`src/rtl/riscv_pkg.sv`:
```
// Shared definitions for the memory stage: access size codes, FSM state encoding,
// the default datapath width and the misaligned-access predicate.
package riscv_pkg;

  localparam int DEF_WORD_BITWIDTH = 32;

  typedef enum logic [1:0] {
    SZ_BYTE = 2'b00,
    SZ_HALF = 2'b01,
    SZ_WORD = 2'b10
  } size_e;

  typedef enum logic {
    ST_IDLE = 1'b0,
    ST_WAIT = 1'b1
  } mem_state_e;

  // Size code 2'b11 is not a legal access and is treated like a word.
  function automatic logic is_misaligned(input logic [1:0] size, input logic [1:0] a);
    return size[1] ? (a != 2'b00) : (size[0] & a[0]);
  endfunction

endpackage

```
`src/rtl/mem_align.sv`:
```
// Combinational lane logic: store byte enables and replicated write data, and
// load lane extraction with sign or zero extension.
module mem_align
  import riscv_pkg::*;
#(
  parameter int WORD_BITWIDTH = DEF_WORD_BITWIDTH,
  localparam int BE_W = WORD_BITWIDTH / 8
) (
  input  logic [1:0]               i_a,
  input  logic [2:0]               i_funct3,
  input  logic [WORD_BITWIDTH-1:0] i_store_data,
  input  logic [WORD_BITWIDTH-1:0] i_rdata,
  output logic [BE_W-1:0]          o_be,
  output logic [WORD_BITWIDTH-1:0] o_wdata,
  output logic [WORD_BITWIDTH-1:0] o_load_data
);

  logic [WORD_BITWIDTH-1:0] w_shift;

  // Enables shifted past lane 3 fall off the top of the BE_W-bit vector.
  always_comb begin
    w_shift     = i_rdata >> {i_a, 3'b000};
    o_be        = {BE_W{1'b1}} << i_a;
    o_wdata     = i_store_data;
    o_load_data = w_shift;
    case (i_funct3[1:0])
      SZ_BYTE: begin
        o_be        = BE_W'(1) << i_a;
        o_wdata     = {BE_W{i_store_data[7:0]}};
        o_load_data = i_funct3[2] ? {{(WORD_BITWIDTH-8){1'b0}}, w_shift[7:0]}
                                  : {{(WORD_BITWIDTH-8){w_shift[7]}}, w_shift[7:0]};
      end
      SZ_HALF: begin
        o_be        = BE_W'(3) << i_a;
        o_wdata     = {(BE_W/2){i_store_data[15:0]}};
        o_load_data = i_funct3[2] ? {{(WORD_BITWIDTH-16){1'b0}}, w_shift[15:0]}
                                  : {{(WORD_BITWIDTH-16){w_shift[15]}}, w_shift[15:0]};
      end
      default: ;
    endcase
  end

endmodule

```
`src/rtl/mem_stage.sv`:
```
// Memory-access stage: EX/MEM and MEM/WB registers plus a req/ack data-memory FSM.
// Define MEM_MISALIGN_CHECK_EN to suppress and flag misaligned half/word accesses.
module mem_stage
  import riscv_pkg::*;
#(
  parameter int WORD_BITWIDTH    = DEF_WORD_BITWIDTH,
  parameter int REG_NUM_BITWIDTH = 5,
  localparam int BE_W = WORD_BITWIDTH / 8
) (
  input  logic                        clk,
  input  logic                        rst_n,
  input  logic                        ex_valid,
  input  logic [WORD_BITWIDTH-1:0]    ex_aluresult,
  input  logic [WORD_BITWIDTH-1:0]    ex_store_data,
  input  logic                        ex_memread,
  input  logic                        ex_memwrite,
  input  logic                        ex_regwrite,
  input  logic [REG_NUM_BITWIDTH-1:0] ex_rd,
  input  logic [2:0]                  ex_funct3,
  output logic                        stall,
  output logic                        dmem_req,
  output logic                        dmem_we,
  output logic [WORD_BITWIDTH-1:0]    dmem_addr,
  output logic [BE_W-1:0]             dmem_be,
  output logic [WORD_BITWIDTH-1:0]    dmem_wdata,
  input  logic                        dmem_ack,
  input  logic [WORD_BITWIDTH-1:0]    dmem_rdata,
  output logic [WORD_BITWIDTH-1:0]    fd_ex_mem_data,
  output logic [REG_NUM_BITWIDTH-1:0] ex_mem_rd,
  output logic                        ex_mem_regwrite,
  output logic [WORD_BITWIDTH-1:0]    fd_mem_wb_data,
  output logic [REG_NUM_BITWIDTH-1:0] wb_rd,
  output logic                        wb_regwrite,
  output logic                        misalign_err
);

  mem_state_e r_state, w_state_nxt;

  logic                        r_em_valid, r_em_memread, r_em_memwrite, r_em_regwrite, r_em_mis;
  logic [WORD_BITWIDTH-1:0]    r_em_alu, r_em_sdata;
  logic [REG_NUM_BITWIDTH-1:0] r_em_rd;
  logic [2:0]                  r_em_funct3;

  logic [WORD_BITWIDTH-1:0]    r_wb_data;
  logic [REG_NUM_BITWIDTH-1:0] r_wb_rd;
  logic                        r_wb_regwrite, r_wb_mis;

  logic                        w_ex_mis, w_ex_memop, w_stall, w_req;
  logic [BE_W-1:0]             w_be;
  logic [WORD_BITWIDTH-1:0]    w_wdata, w_load;

`ifdef MEM_MISALIGN_CHECK_EN
  assign w_ex_mis = is_misaligned(ex_funct3[1:0], ex_aluresult[1:0]);
`else
  assign w_ex_mis = 1'b0;
`endif

  assign w_ex_memop = ex_valid & (ex_memread | ex_memwrite) & ~w_ex_mis;
  assign w_req      = (r_state == ST_WAIT);
  assign w_stall    = w_req & ~dmem_ack;

  always_ff @(posedge clk or negedge rst_n) begin
    if (!rst_n) r_state <= ST_IDLE;
    else        r_state <= w_state_nxt;
  end

  // A fresh request starts on every edge that accepts a mem op, including the ack edge.
  always_comb begin
    w_state_nxt = r_state;
    if (!w_stall) w_state_nxt = w_ex_memop ? ST_WAIT : ST_IDLE;
  end

  // EX/MEM boundary
  always_ff @(posedge clk or negedge rst_n) begin
    if (!rst_n) begin
      r_em_valid    <= 1'b0;
      r_em_memread  <= 1'b0;
      r_em_memwrite <= 1'b0;
      r_em_regwrite <= 1'b0;
      r_em_mis      <= 1'b0;
      r_em_alu      <= '0;
      r_em_sdata    <= '0;
      r_em_rd       <= '0;
      r_em_funct3   <= '0;
    end else if (!w_stall) begin
      r_em_valid    <= ex_valid;
      r_em_memread  <= ex_memread;
      r_em_memwrite <= ex_memwrite;
      r_em_regwrite <= ex_regwrite;
      r_em_mis      <= w_ex_mis;
      r_em_alu      <= ex_aluresult;
      r_em_sdata    <= ex_store_data;
      r_em_rd       <= ex_rd;
      r_em_funct3   <= ex_funct3;
    end
  end

  mem_align #(.WORD_BITWIDTH(WORD_BITWIDTH)) u_align (
    .i_a         (r_em_alu[1:0]),
    .i_funct3    (r_em_funct3),
    .i_store_data(r_em_sdata),
    .i_rdata     (dmem_rdata),
    .o_be        (w_be),
    .o_wdata     (w_wdata),
    .o_load_data (w_load)
  );

  // MEM/WB boundary: a stalled cycle retires a bubble so the pending op writes back once.
  always_ff @(posedge clk or negedge rst_n) begin
    if (!rst_n) begin
      r_wb_data     <= '0;
      r_wb_rd       <= '0;
      r_wb_regwrite <= 1'b0;
      r_wb_mis      <= 1'b0;
    end else if (w_stall) begin
      r_wb_regwrite <= 1'b0;
      r_wb_mis      <= 1'b0;
    end else begin
      r_wb_data     <= r_em_memread ? w_load : r_em_alu;
      r_wb_rd       <= r_em_rd;
      r_wb_regwrite <= r_em_valid & r_em_regwrite & ~r_em_mis;
      r_wb_mis      <= r_em_valid & r_em_mis;
    end
  end

  assign stall           = w_stall;
  assign dmem_req        = w_req;
  assign dmem_we         = w_req & r_em_memwrite;
  assign dmem_addr       = w_req ? {r_em_alu[WORD_BITWIDTH-1:2], 2'b00} : '0;
  assign dmem_be         = w_req ? w_be : '0;
  assign dmem_wdata      = (w_req & r_em_memwrite) ? w_wdata : '0;
  assign fd_ex_mem_data  = r_em_alu;
  assign ex_mem_rd       = r_em_rd;
  assign ex_mem_regwrite = r_em_valid & r_em_regwrite & ~r_em_memread;
  assign fd_mem_wb_data  = r_wb_data;
  assign wb_rd           = r_wb_rd;
  assign wb_regwrite     = r_wb_regwrite;
  assign misalign_err    = r_wb_mis;

endmodule
```
`config.mk`:
```
export PLATFORM = sky130hd
export DESIGN_NAME = mem_stage
export DESIGN_NICKNAME = d
export VERILOG_FILES = /design/src/rtl/riscv_pkg.sv /design/src/rtl/mem_align.sv /design/src/rtl/mem_stage.sv
export SDC_FILE = /design/constraint.sdc
export NUM_CORES = 1
export LEC_CHECK = 0
export BUFFER_PORTS_ARGS = -buffer_cell sky130_fd_sc_hd__buf_2
export CAP_MARGIN = 25
export CORE_MARGIN = 1.5
export CORE_UTILIZATION = 30
export CTS_CLUSTER_SIZE = 28
export DETAILED_ROUTE_END_ITERATION = 10
export PLACE_DENSITY_LB_ADDON = 0.25
export RECOVER_POWER = 25
export SLEW_MARGIN = 40
export SYNTH_ARGS = -nofsm -noshare
export SYNTH_HDL_FRONTEND = slang
export SYNTH_SLANG_ARGS = --single-unit
export TNS_END_PERCENT = 10
```
`constraint.sdc`:
```
create_clock -name clk -period 2.3 [get_ports clk]
set_clock_uncertainty 0.1 [all_clocks]
set_input_delay 0.46 -clock clk [delete_from_list [all_inputs] [get_ports clk]]
set_output_delay 0.46 -clock clk [all_outputs]
set_load 0.02 [all_outputs]
```
==> results_dict.tcl <==
set metrics [dict create \
    outcome "finished, final reports clean" \
    netlist_area_um2 5904 \
    post-place-ws_ns 0.3078 \
    num_rows 51 \
    place_congestion 0.8433 \
    ir_worst_vdd_mv 0.4898 \
    fp.dieW_um 143.3 \
    ys_seq_area_share_pct 48.74 \
    grt_pass1_vias 5495 \
    wire_per_inst_um 16.73 \
    fin_util_pct 42.56 \
    maxCapViolCount 0 \
    p_int_mw 4.785 \
    setup_ws_ns 0.04477 \
    yosysWarnings 0 \
    drtAntennaViolNets 0 \
    numCtsBuffers 17 \
    worstPathRequired_ns 1.74 \
    rsz0062_at_grt "true" \
    core-area_um2 19400 \
    cts_sinks 115 \
    slew_violations 0 \
    hpwlAfterDp_mm 15.19 \
    reg2reg_depth 4 \
    min_period_over_period_pct 98.05 \
    synthFlopType "dfrtp_1" \
    area_delta_synth_final_pct 39.82 \
    dr_total_vias 5706 \
    start_kind "flop" \
    r2r_end "fd_mem_wb_data[19]" \
    fillers 2029 \
    grt-ovfl-total 0 \
    ys_types 34 \
    crit_path_max_fanout 10 \
    tritoncts "done" \
    layout_common_cells "nand2_1, buf_2, dfrtp_1, mux2i_1, nor2_1" \
    p_sw_mw 2.382 \
    p_per_area_nw_per_um2 868.2 \
    final_common_cell "nand2_1" \
    ys_seq_elements 115 \
    cts_root_buf "clkbuf_16" \
    max_slew_margin_pct 16.44 \
    dr.pass1.iters 6 \
    worst_pin_slew_ns 1.253 \
    fmax_ghz 0.4434 \
    reg2reg_slack_ns 0.33 \
    port_buffers 255 \
    setup_viol 0 \
    drc 0 \
    period_minus_slack_ns 2.255 \
    timing.rr.start "fd_ex_mem_data[1]" \
    die_h_um 143.3 \
    nNetsFinal 1077 \
    track_usage_pct 20.53 \
    holdPathStages 3 \
    crit_path_end_kind "primary output" \
    yosys-top-cells-area "dfrtp_1, nand2_1, mux2i_1" \
    io_pins 259 \
    yosysTopAreaCell "dfrtp_1" \
    synth_edf_count 0 \
    p_comb_share_pct 25.6 \
    synth_cells 713 \
    grt_antenna_before_repair 1 \
    drive_above_1_share_pct 34.01 \
    synth_area_per_cell_um2 8.281 \
    viasPerCell 4.583 \
    drt-initial-drc-count 294 \
    min_from "ex_aluresult[14]" \
    insertion_delay_ns 0.41 \
    htree_levels 4 \
    hold_viol 0 \
    clkTransAtPathRegs_ns 0.06 \
    pwr-share-seq_pct 35.3 \
    dieArea_um2 20530 \
    grt_max_degree 68 \
    min_to "fd_ex_mem_data[14]" \
    yosysTopAreaCellShare_pct 48.74 \
    p_leak_nw 4.431 \
    initial_utilization_pct 30.44 \
    grt_pass1_wl_mm 31.56 \
    hp-class "in -> reg" \
    cts_buffer_depth 2 \
    p_sw_share_pct 33.24 \
    cp.arrival_ns 1.70 \
    p_clk_share_pct 39.0 \
    wirelength_mm 20.82 \
    crit_type "reg -> out" \
    async_reset_ff_share_pct 100.0 \
]
-- logic make-up after synthesis --
| logic type | count (synthesis) | synth area share (%) |
|---|---|---|
| and+or+nand+nor | 397 | 28.06 |
| muxes | 52 | 9.303 |
| buffers and inverters | 56 | 4.026 |
| other | 1 | 0.06351 |
| DFF | 115 | 48.74 |
| AOI/OAI and AO/OA | 92 | 9.812 |
-- Yosys cell counts (2+ instances only) --
master     number
a21o_1          2
mux2_2          3
a2bb2oi_1       8
buf_4           3
nand2b_1        2
or3_1          16
and2_1         30
o21a_1          2
a21oi_1        33
o21ai_0        31
mux2i_1        47
dfrtp_1       115
clkbuf_1       40
nand2_1       295
buf_2           7
o2bb2ai_1       7
a311oi_1        2
nor2_1         40
a21oi_2         2
buf_1           3
nor3b_1         3
inv_1           2
mux4_2          2
and3_1          8
-- sequential cells by signal, summed over array words and instances (netlist names), 3 cells and up --
register	flops
fd_mem_wb_data	32
r_em_funct3	3
r_em_sdata	32
ex_mem_rd	5
fd_ex_mem_data	32
wb_rd	5
-- power groups by stage --
| stage | Clock, mW | Sequential, mW | Combinational (mW) |
|---|---|---|---|
| final | 2.80 | 2.53 | 1.84 |
| after global routing | 2.95 | 2.57 | 2.02 |
| after CTS | 2.85 | 2.54 | 1.84 |
| after detailed placement | 0 | 2.57 | 1.83 |
| after global placement | 0 | 2.56 | 1.82 |
| after floorplan | 0 | 2.73 | 0.879 |
-- area by class of cell --
| cell class | instances | area [µm²] | area share (%) |
|---|---|---|---|
| Timing Repair Buffer | 286 | 1594 | 19.31 |
| Antenna cell | 1 | 2.502 | 0.03031 |
| Tap cell | 265 | 331.6 | 4.016 |
| Inverter | 2 | 10.01 | 0.1212 |
| Sequential cell | 115 | 2880 | 34.89 |
| Clock inverter | 14 | 187.7 | 2.273 |
| Clock buffer | 18 | 429.2 | 5.199 |
| Multi-Input combinational cell | 544 | 2820 | 34.16 |
-- worst max-delay path, stage by stage (launching register included) --
cell and delay, ns:
dfrtp_2 0.44, buf_12 0.16, buf_4 0.13, mux2i_1 0.17, nor2_1 0.06, a21oi_1 0.11
nor2_1 0.05, buf_4 0.17
-- repair_timing --
item                       CTS  global route
resized for setup            5            10
buffers inserted             0             5
hold buffers                 1             0
hold endpoints to repair    36             0
pin swaps                    0             1
setup endpoints to repair    6            27
-- metal layers --
metal	GRT usage, %	up-vias	share of wire (%)
met4	3.867	0	0.42
li1	-	2830	-
met2	34.55	221	48
met3	5.998	6	7.7
met5	0	-	0
met1	26.37	2649	44
-- how the worst max path moves through the flow --
stage                     depth (start not counted)              start  slack (ns)                  to
after floorplan                                   4  fd_ex_mem_data[0]        0.11          dmem_be[1]
after global placement                            5  fd_ex_mem_data[1]        0.32  fd_mem_wb_data[29]
after detailed placement                          5  fd_ex_mem_data[1]        0.31  fd_mem_wb_data[29]
after CTS                                         6     r_em_funct3[0]       0.007      dmem_wdata[13]
after global routing                              7     r_em_funct3[0]       -0.07      dmem_wdata[29]
final                                             7     r_em_funct3[0]        0.04      dmem_wdata[29]
-- stage by stage --
stage	setup TNS (ns)	power (mW)	cells	instance area (µm²)	hold WS [ns]
global route	-0.3767	7.543	1244	8253	0.1285
floorplan	0	3.607	715	5912	0.06441
CTS	0	7.227	1239	8207	0.1206
finish	0	7.168	1245	8255	0.1375
detailed placement	0	4.393	1206	7566	0.3548
global placement	0	4.382	1206	7566	0.3487
Power figures use the tool's default switching activity.
